===== config.mk =====
export PLATFORM = sky130hd
export DESIGN_NAME = job_dispatcher_flat
export DESIGN_NICKNAME = d
export VERILOG_FILES = /design/src/rtl/job_dispatcher_if.sv /design/src/rtl/job_dispatcher.sv /design/src/flat_wrapper.sv
export SDC_FILE = /design/constraint.sdc
export NUM_CORES = 1
export LEC_CHECK = 0
export ABC_AREA = 1
export CAP_MARGIN = 10
export CORE_UTILIZATION = 57
export DETAILED_ROUTE_END_ITERATION = 8
export PLACE_DENSITY = 0.83
export SYNTH_ARGS = -nofsm -noshare
export SYNTH_HDL_FRONTEND = slang
export SYNTH_SLANG_ARGS = --single-unit

===== constraint.sdc =====
create_clock -name CLK -period 5.15 [get_ports CLK]
set_clock_uncertainty 0.2 [all_clocks]
set_input_delay 1.03 -clock CLK [delete_from_list [all_inputs] [get_ports CLK]]
set_output_delay 1.03 -clock CLK [all_outputs]
set_load 0.05 [all_outputs]

===== src/rtl/job_dispatcher_if.sv =====
// Client/counter-facing channel of job_dispatcher: request queue, start handshake, completion report.
interface job_dispatcher_if #(
  parameter int TAG_WIDTH = 4,
  parameter int PEND_W    = 3
);
  logic                 request__ENA;
  logic [TAG_WIDTH-1:0] request_tag;
  logic                 request__RDY;
  logic                 startSignal__ENA;
  logic                 startSignal__RDY;
  logic                 busy;
  logic                 done__ENA;
  logic [TAG_WIDTH-1:0] done_tag;
  logic [15:0]          done_count;
  logic [PEND_W-1:0]    pending;
  logic                 timeout_err;

  modport slave (
    input  request__ENA, request_tag, startSignal__RDY, busy,
    output request__RDY, startSignal__ENA, done__ENA, done_tag, done_count, pending, timeout_err
  );

  modport master (
    output request__ENA, request_tag, startSignal__RDY, busy,
    input  request__RDY, startSignal__ENA, done__ENA, done_tag, done_count, pending, timeout_err
  );
endinterface


===== src/rtl/job_dispatcher.sv =====
// Queues tagged jobs and feeds them one at a time to a single-shot down-counter, reporting each completion.
// Optional watchdog under DISPATCH_TIMEOUT_EN forces completion of a job stuck busy for TIMEOUT_CYCLES.
module job_dispatcher #(
  parameter int DEPTH          = 4,
  parameter int TAG_WIDTH      = 4,
  parameter int TIMEOUT_CYCLES = 64
) (
  input  logic            CLK,
  input  logic            nRST,
  job_dispatcher_if.slave bus
);
  localparam int AW = $clog2(DEPTH);

  typedef enum logic {IDLE, RUN} state_t;

  state_t               r_state, w_state_nxt;
  logic [AW:0]          r_wr_ptr, r_rd_ptr;
  logic [TAG_WIDTH-1:0] r_mem [DEPTH];
  logic [TAG_WIDTH-1:0] r_cur_tag, r_done_tag;
  logic [15:0]          r_done_count;

  logic w_full, w_empty, w_push, w_issue, w_complete, w_force;

  assign w_empty = (r_wr_ptr == r_rd_ptr);
  assign w_full  = (r_wr_ptr[AW] != r_rd_ptr[AW]) && (r_wr_ptr[AW-1:0] == r_rd_ptr[AW-1:0]);
  // Fullness is judged before any same-cycle pop, so a push at full is always dropped.
  assign w_push  = bus.request__ENA && !w_full;
  assign w_issue = !w_empty && bus.startSignal__RDY &&
                   ((r_state == IDLE) || ((r_state == RUN) && !bus.busy));
  assign w_complete = (r_state == RUN) && (!bus.busy || w_force);

  always_comb begin
    w_state_nxt = r_state;
    if (w_issue)
      w_state_nxt = RUN;
    else if (w_complete)
      w_state_nxt = IDLE;
  end

  always_ff @(posedge CLK) begin
    if (!nRST) begin
      r_state      <= IDLE;
      r_wr_ptr     <= '0;
      r_rd_ptr     <= '0;
      r_cur_tag    <= '0;
      r_done_tag   <= '0;
      r_done_count <= '0;
    end else begin
      r_state <= w_state_nxt;
      if (w_push)
        r_wr_ptr <= r_wr_ptr + 1'b1;
      if (w_issue) begin
        r_rd_ptr  <= r_rd_ptr + 1'b1;
        r_cur_tag <= r_mem[r_rd_ptr[AW-1:0]];
      end
      if (w_complete) begin
        r_done_tag   <= r_cur_tag;
        r_done_count <= r_done_count + 16'd1;
      end
    end
  end

  always_ff @(posedge CLK) begin
    if (w_push)
      r_mem[r_wr_ptr[AW-1:0]] <= bus.request_tag;
  end

`ifdef DISPATCH_TIMEOUT_EN
  localparam int WW = $clog2(TIMEOUT_CYCLES + 1);
  localparam logic [WW-1:0] TMO = WW'(TIMEOUT_CYCLES);

  logic [WW-1:0] r_wdog;
  logic          r_tmo_err, r_tmo_pend;

  // The limit is flagged one cycle, the forced completion lands the next.
  always_ff @(posedge CLK) begin
    if (!nRST) begin
      r_wdog     <= '0;
      r_tmo_err  <= 1'b0;
      r_tmo_pend <= 1'b0;
    end else begin
      if (w_issue)
        r_wdog <= '0;
      else if ((r_state == RUN) && bus.busy && (r_wdog != TMO))
        r_wdog <= r_wdog + 1'b1;
      if (w_complete)
        r_tmo_pend <= 1'b0;
      else if ((r_state == RUN) && (r_wdog == TMO)) begin
        r_tmo_pend <= 1'b1;
        r_tmo_err  <= 1'b1;
      end
    end
  end

  assign w_force         = r_tmo_pend;
  assign bus.timeout_err = r_tmo_err;
`else
  assign w_force         = 1'b0;
  assign bus.timeout_err = 1'b0;
`endif

  assign bus.request__RDY     = !w_full;
  assign bus.startSignal__ENA = w_issue;
  assign bus.done__ENA        = w_complete;
  assign bus.done_tag         = w_complete ? r_cur_tag : r_done_tag;
  assign bus.done_count       = r_done_count;
  assign bus.pending          = r_wr_ptr - r_rd_ptr;
endmodule


===== src/flat_wrapper.sv =====
// flat-port wrapper written by rule: the top's interface ports become plain ports
module job_dispatcher_flat 
#(
  parameter int DEPTH          = 4,
  parameter int TAG_WIDTH      = 4,
  parameter int TIMEOUT_CYCLES = 64
)
  (CLK, nRST, bus_request__ENA, bus_request_tag, bus_startSignal__RDY, bus_busy, bus_request__RDY, bus_startSignal__ENA, bus_done__ENA, bus_done_tag, bus_done_count, bus_pending, bus_timeout_err);
  job_dispatcher_if #(.TAG_WIDTH(TAG_WIDTH), .PEND_W(3)) bus_i ();
  input  logic CLK;
  input  logic nRST;
  input wire logic [$bits(bus_i.request__ENA)-1:0] bus_request__ENA;
  input wire logic [$bits(bus_i.request_tag)-1:0] bus_request_tag;
  input wire logic [$bits(bus_i.startSignal__RDY)-1:0] bus_startSignal__RDY;
  input wire logic [$bits(bus_i.busy)-1:0] bus_busy;
  output wire logic [$bits(bus_i.request__RDY)-1:0] bus_request__RDY;
  output wire logic [$bits(bus_i.startSignal__ENA)-1:0] bus_startSignal__ENA;
  output wire logic [$bits(bus_i.done__ENA)-1:0] bus_done__ENA;
  output wire logic [$bits(bus_i.done_tag)-1:0] bus_done_tag;
  output wire logic [$bits(bus_i.done_count)-1:0] bus_done_count;
  output wire logic [$bits(bus_i.pending)-1:0] bus_pending;
  output wire logic [$bits(bus_i.timeout_err)-1:0] bus_timeout_err;
  assign bus_i.request__ENA = bus_request__ENA;
  assign bus_i.request_tag = bus_request_tag;
  assign bus_i.startSignal__RDY = bus_startSignal__RDY;
  assign bus_i.busy = bus_busy;
  assign bus_request__RDY = bus_i.request__RDY;
  assign bus_startSignal__ENA = bus_i.startSignal__ENA;
  assign bus_done__ENA = bus_i.done__ENA;
  assign bus_done_tag = bus_i.done_tag;
  assign bus_done_count = bus_i.done_count;
  assign bus_pending = bus_i.pending;
  assign bus_timeout_err = bus_i.timeout_err;
  job_dispatcher #(.DEPTH(DEPTH), .TAG_WIDTH(TAG_WIDTH), .TIMEOUT_CYCLES(TIMEOUT_CYCLES)) u_core (.CLK(CLK), .nRST(nRST), .bus(bus_i));
endmodule

==> results of run 1 <==
==> routing by layer <==
| layer | vias up | global-route usage (%) |
|---|---|---|
| met2 | 28 | 38.9 |
| li1 | 937 | - |
| met1 | 790 | 23.6 |
| met5 | - | 0 |
| met4 | 0 | 6.52 |
| met3 | 2 | 5.21 |
==> per-stage QoR <==
stage,cell area (um^2),worst slack (ps)
finish,2730,992
global route,2730,899
CTS,2730,983
detailed placement,2650,1000
global placement,2650,1010
floorplan,2290,1970
==> cell usage in the layout (no fill, tap or decap) <==
cell | netlist | routed
a21oi_1 | 9 | 9
nand3_2 | 3 | 3
inv_1 | 37 | 37
o22ai_1 | 4 | 4
nand3_1 | 7 | 7
nand4_2 | 1 | 1
xor2_1 | 3 | 3
nor2_2 | 3 | 3
nand2_4 | 4 | 4
clkbuf_1 | 0 | 2
nor3_4 | 1 | 1
a21oi_2 | 2 | 2
or2_2 | 5 | 5
clkdlybuf4s50_1 | 0 | 34
xnor2_1 | 1 | 1
o21ai_1 | 1 | 1
clkbuf_8 | 0 | 5
nand2_1 | 44 | 44
nand4_1 | 2 | 2
edfxtp_1 | 16 | 16
inv_2 | 3 | 3
o21bai_1 | 1 | 1
ha_1 | 8 | 8
dfxtp_1 | 31 | 31
conb_1 | 1 | 1
nor2_1 | 49 | 49
o21ai_0 | 20 | 20
clkinv_2 | 0 | 1
fa_1 | 1 | 1
o21ai_2 | 1 | 1
nor3_1 | 1 | 1
nor2_4 | 5 | 5
nand2_2 | 3 | 3
==> sequential cells by signal, indices dropped and copies added, names as in the netlist <==
register	flops
u_core.r_wr_ptr	3
u_core.r_mem	16
u_core.r_cur_tag	4
u_core.bus.done_count	16
u_core.r_rd_ptr	3
u_core.r_state	1
u_core.r_done_tag	4
==> power groups by stage <==
| stage | combinational (mW) | clock (mW) | sequential (mW) |
|---|---|---|---|
| 3_3_place_gp | 0.177 | 0 | 0.427 |
| 5_1_grt | 0.196 | 0.227 | 0.422 |
| 2_1_floorplan | 0.134 | 0 | 0.425 |
| 6_report | 0.179 | 0.207 | 0.419 |
| 4_1_cts | 0.181 | 0.212 | 0.418 |
| 3_5_place_dp | 0.180 | 0 | 0.427 |
==> critical path, cell delays in order <==
cell	delay, ps
clkdlybuf4s50_1	490
nand2_1	140
nand3_2	230
inv_1	190
clkdlybuf4s50_1	840
==> logic make-up (layout without fill, tap and decap cells) <==
logic type	Yosys count	in the layout	share of synthesized area, %
buffers and inverters	46	82	8.26
adder cells (fa/ha/maj)	9	9	5.25
AO/OA/AOI/OAI	38	38	9.13
XOR/XNOR	4	4	1.53
other	1	1	0.164
flip-flops	47	47	48.1
AND/OR/NAND/NOR	128	128	27.6
==> final cells by class <==
| type | instances | area share [%] |
|---|---|---|
| clock inverters | 1 | 0.183 |
| repair buffers | 34 | 12.5 |
| clock buffers | 7 | 2.79 |
| multi-input cells | 180 | 36.6 |
| inverters | 40 | 5.50 |
| well taps | 48 | 2.20 |
| flip-flops and latches | 47 | 40.3 |
==> worst max-delay path by stage <==
stage	startpoint	to	slack [ps]	depth (start not counted)
floorplan	bus_busy	bus_done_tag[0]	1970	4
global placement	bus_busy	bus_startSignal__ENA	1010	5
detailed placement	bus_busy	bus_startSignal__ENA	1000	5
CTS	bus_busy	bus_startSignal__ENA	980	5
global route	bus_busy	bus_startSignal__ENA	900	5
finish	bus_busy	bus_startSignal__ENA	990	5
==> qor.yml, run 1 <==
outcome:
  outcome: "complete, no violations"
clock_network:
  root_buffer: "clkbuf_8"
  cts_setup_buffers: 0
  htree_levels: 2
  cts_resized: 0
  clkLatencyLatePin_ps: 290
  cts_buffer_depth: 2
  numCtsBuffers: 5
  cts.sinks: 47
  clk_pin_slew_ps: 80
  cts_tree: "yes"
  ctsHoldBuffers: 0
pwr:
  p_sw_uw: 245
  internal-power_uw: 560
  clockPowerShare_pct: 25.7
  p_total_uw: 805
  p_sw_share_pct: 30.4
  p_seq_share_pct: 52.0
  peakVddDrop_v: 0.000246
  p_leak_nw: 1.14
  powerDensity_nw_per_um2: 295
  power_frac_comb_pct: 22.3
yosys:
  synth_area_leaders: "dfxtp_1, edfxtp_1, nor2_1, nand2_1, inv_1"
  synth_area_leader_cell: "dfxtp_1"
  async_reset_ff_share_pct: 0
  synth_edf_count: 16
  synth.most_common_cell: "nor2_1"
  syn_area_um2: 2290
  ys_types: 32
  synth_top_area_share_pct: 27.1
  synthesis.nets: 291
  synth_common_cells: "nor2_1, nand2_1, inv_1, dfxtp_1, o21ai_0"
  ys_seq_area_share_pct: 48.1
  synth_cells: 273
  synth-main-ff-cell: "dfxtp_1"
  synth_seq_cells: 47
  yosysWarnings: 0
  avgSynthCellArea_um2: 8.38
route:
  vias: 1757
  wire_per_inst_um: 11.1
  drt-total-wl_um: 3980
  drt_iter0_markers: 78
  routed.top_layer: "met4"
  drt-pass1-iter-count: 4
  wl_met1_um: 1730
  vias_per_cell: 4.92
  antenna_left: 0
  route.met3.wl_um: 123
  dr_wl_met2_um: 2100
  drc_errors: 0
timing:
  hold_viol: 0
  fmax_mhz: 241
  slew_violations: 0
  finalSetupViolCount: 0
  fin_crit_sh_pct: 80.7
  worst_pin_slew_ps: 699
  fin_crit_ps: 4160
  slew_headroom_pct: 53.3
  holdWs_ps: 301
  rsz0062_at_grt: "false"
  fin_setup_tns_ps: 0
worst_hold_path:
  hold_class: "register to register"
  whs_path_depth: 2
  hold_path_end: "u_core.bus.done_count[7]$_SDFFE_PN0P_"
  hold_start: "u_core.bus.done_count[7]$_SDFFE_PN0P_"
worst_setup_path:
  end_kind: "primary output"
  reg2reg_from: "u_core.r_rd_ptr[1]$_SDFFE_PN0P_"
  cp.required_ps: 3920
  arrival_ps: 2930
  cp_max_fo: 13
  critPathKind: "input pin to primary output"
  reg2reg_to: "u_core.r_mem[0][1]$_DFFE_PP_"
  ff2ff_path_depth: 7
  critPathLaunchType: "input pin"
  reg2reg_slack_ps: 3080
global_routing:
  antenna_found_initial: 0
  grtUsageTotal_pct: 21.1
  grt_pass1_vias: 1622
  grt_pass1_wl_um: 6930
  overflow: 0
  grt_max_degree: 20
final_layout:
  fillCellCount: 321
  register_area_um2: 1100
  post-route-util_pct: 73.0
  drive_above_1_share_pct: 12.0
  multi_input_area_um2: 998
  area_growth_pct: 19.4
  antenna_cells: 0
  nNetsFinal: 326
  layout.cells.non_filler: 357
floorplan:
  std_cell_rows: 22
  die_w_um: 65.4
  initial_core_util_pct: 61.1
  dieHeight_um: 65.4
  die-area_um2: 4270
  io_pins: 36
  core_region_area_um2: 3740
placed_design:
  routabilityCongestion: 0.788
  place_inst: 349
  dp_hpwl_um: 3030
  io_buffers: 34
run:
  drv_cap: 0
No activity file was read; power rests on OpenSTA's default activity.
==> run 2: changes to the inputs <==
--- a/config.mk
+++ b/config.mk
@@ -7,9 +7,9 @@
 export LEC_CHECK = 0
 export ABC_AREA = 1
 export CAP_MARGIN = 10
-export CORE_UTILIZATION = 57
+export CORE_UTILIZATION = 53
 export DETAILED_ROUTE_END_ITERATION = 8
-export PLACE_DENSITY = 0.83
+export PLACE_DENSITY = 0.78
 export SYNTH_ARGS = -nofsm -noshare
 export SYNTH_HDL_FRONTEND = slang
 export SYNTH_SLANG_ARGS = --single-unit
==> constraint.sdc (replaced) <==
create_clock -name CLK -period 4.09 [get_ports CLK]
set_clock_uncertainty 0.2 [all_clocks]
set_input_delay 0.818 -clock CLK [delete_from_list [all_inputs] [get_ports CLK]]
set_output_delay 0.818 -clock CLK [all_outputs]
set_load 0.05 [all_outputs]
==> run 2 against run 1 <==
Against the previous run:
- setup slack got worse by 550 ps
- flip-flop and latch count unchanged
- die area increased by 7.3%
- highest routed layer unchanged
- sequential power increased by 25%
- routed wire length increased by 4.2%
- sequential share of layout area decreased by 0.47 points
- largest cell class unchanged
- total power increased by 29%
- register-to-register slack got worse by 1100 ps
- clock power increased by 36%
- core utilization decreased by 5.3 points
==> qor.yml, run 2 (same netlist as run 1, synthesis figures left out) <==
pwr:
  clockPowerShare_pct: 27.1
  p_sw_uw: 332
  p_seq_share_pct: 50.2
  powerDensity_nw_per_um2: 377
  p_sw_share_pct: 31.9
  power_frac_comb_pct: 22.7
  p_leak_nw: 1.15
  p_total_mw: 1.04
  peakVddDrop_v: 0.000295
  internal-power_uw: 709
route:
  drt-total-wl_um: 4140
  vias_per_cell: 4.88
  vias: 1765
  wire_per_inst_um: 11.4
  drt_iter0_markers: 85
  drt-pass1-iter-count: 4
  antenna_left: 0
  drc_errors: 0
final_layout:
  layout.cells.non_filler: 362
  nNetsFinal: 329
  multi_input_area_um2: 998
  post-route-util_pct: 67.6
  register_area_um2: 1100
  area_growth_pct: 20.8
  drive_above_1_share_pct: 13.5
  fillCellCount: 353
  layout_commonest_cell: "nor2_1"
  most-common-layout-cells: "nor2_1, nand2_1, inv_1"
  antenna_cells: 0
floorplan:
  io_pins: 36
  std_cell_rows: 23
  die-area_um2: 4580
  initial_core_util_pct: 56.0
  die_w_um: 67.7
  core_region_area_um2: 4090
  dieHeight_um: 67.7
clock_network:
  cts_tree: "yes"
  numCtsBuffers: 5
  ctsHoldBuffers: 0
  cts_resized: 0
  clkLatencyLatePin_ps: 300
  cts_buffer_depth: 2
  root_buffer: "clkbuf_8"
  htree_levels: 2
  cts.sinks: 47
  clk_pin_slew_ps: 90
  cts_setup_buffers: 0
timing:
  fin_crit_ps: 3650
  hold_viol: 0
  fin_crit_sh_pct: 89.1
  fmax_mhz: 274
  fin_setup_tns_ps: 0
  worst_pin_slew_ps: 498
  finalSetupViolCount: 0
  rsz0062_at_grt: "false"
  slew_headroom_pct: 66.7
  slew_violations: 0
  fin_ws_ps: 445
worst_setup_path:
  critPathKind: "input pin to primary output"
  end_kind: "primary output"
  critPathLaunchType: "input pin"
  cp_max_fo: 9
  cp.required_ps: 3070
  arrival_ps: 2630
outcome:
  outcome: "complete, no violations"
global_routing:
  antenna_found_initial: 0
  grt_max_degree: 20
  grtUsageTotal_pct: 20.1
  grt_pass1_wl_um: 6740
  grt_pass1_vias: 1533
  overflow: 0
placed_design:
  place_inst: 354
  routabilityCongestion: 0.761
  dp_slack_ps: 424
  dp_hpwl_um: 3020
  io_buffers: 34
worst_hold_path:
  hold_class: "register to register"
run:
  drv_cap: 0
==> run 2: cell types whose count changed in the layout (fill, tap and decap cells not counted), sizes merged <==
cell	change
clkbuf	-2
clkinvlp	+2
buf	+3
==> run 2: worst paths after layout <==
kind / from / end / slack [ps] / cells past startpoint
worst max-delay path: bus_busy / bus_done_tag[3] / 440 / 6
worst min-delay path: u_core.bus.done_count[7]$_SDFFE_PN0P_ / u_core.bus.done_count[7]$_SDFFE_PN0P_ / 300 / 2
worst max register to register: u_core.r_rd_ptr[1]$_SDFFE_PN0P_ / u_core.r_mem[2][1]$_DFFE_PP_ / 2020 / 7
worst min register to register: u_core.bus.done_count[7]$_SDFFE_PN0P_ / u_core.bus.done_count[7]$_SDFFE_PN0P_ / 300 / 2
==> run 2: critical path, cell delays in order <==
cell and delay, ps:
clkdlybuf4s50_1 490, nor2_4 240, or2_2 140, o21ai_0 90, inv_1 60, clkdlybuf4s50_1 790
==> run 2: power by group through the flow <==
stage	Clock [mW]	Sequential, mW	Combinational (mW)
2_1_floorplan	0	0.536	0.169
3_3_place_gp	0	0.533	0.233
3_5_place_dp	0	0.534	0.237
4_1_cts	0.285	0.523	0.239
5_1_grt	0.301	0.525	0.259
6_report	0.282	0.523	0.236
==> run 2: through the flow <==
step / hold WS [ps] / area, um^2
5_1_grt: 335 / 2760
3_3_place_gp: 284 / 2680
2_1_floorplan: 291 / 2290
4_1_cts: 309 / 2760
6_report: 302 / 2760
3_5_place_dp: 295 / 2680
==> run 2: layout make-up <==
| cell class | count | area share [%] |
|---|---|---|
| Sequential cell | 47 | 39.8 |
| Tap cell | 50 | 2.26 |
| Inverter | 40 | 5.43 |
| Clock inverter | 3 | 0.724 |
| Timing Repair Buffer | 37 | 13.1 |
| Clock buffer | 5 | 2.49 |
| Multi-Input combinational cell | 180 | 36.1 |
==> run 2: layer usage <==
metal	vias to the layer above	global-route usage, %	part of all wire [%]
met5	-	0	0
met4	0	8.24	1.5
met3	7	4.90	4.0
met2	34	34.2	49
met1	788	24.1	46
li1	936	-	-
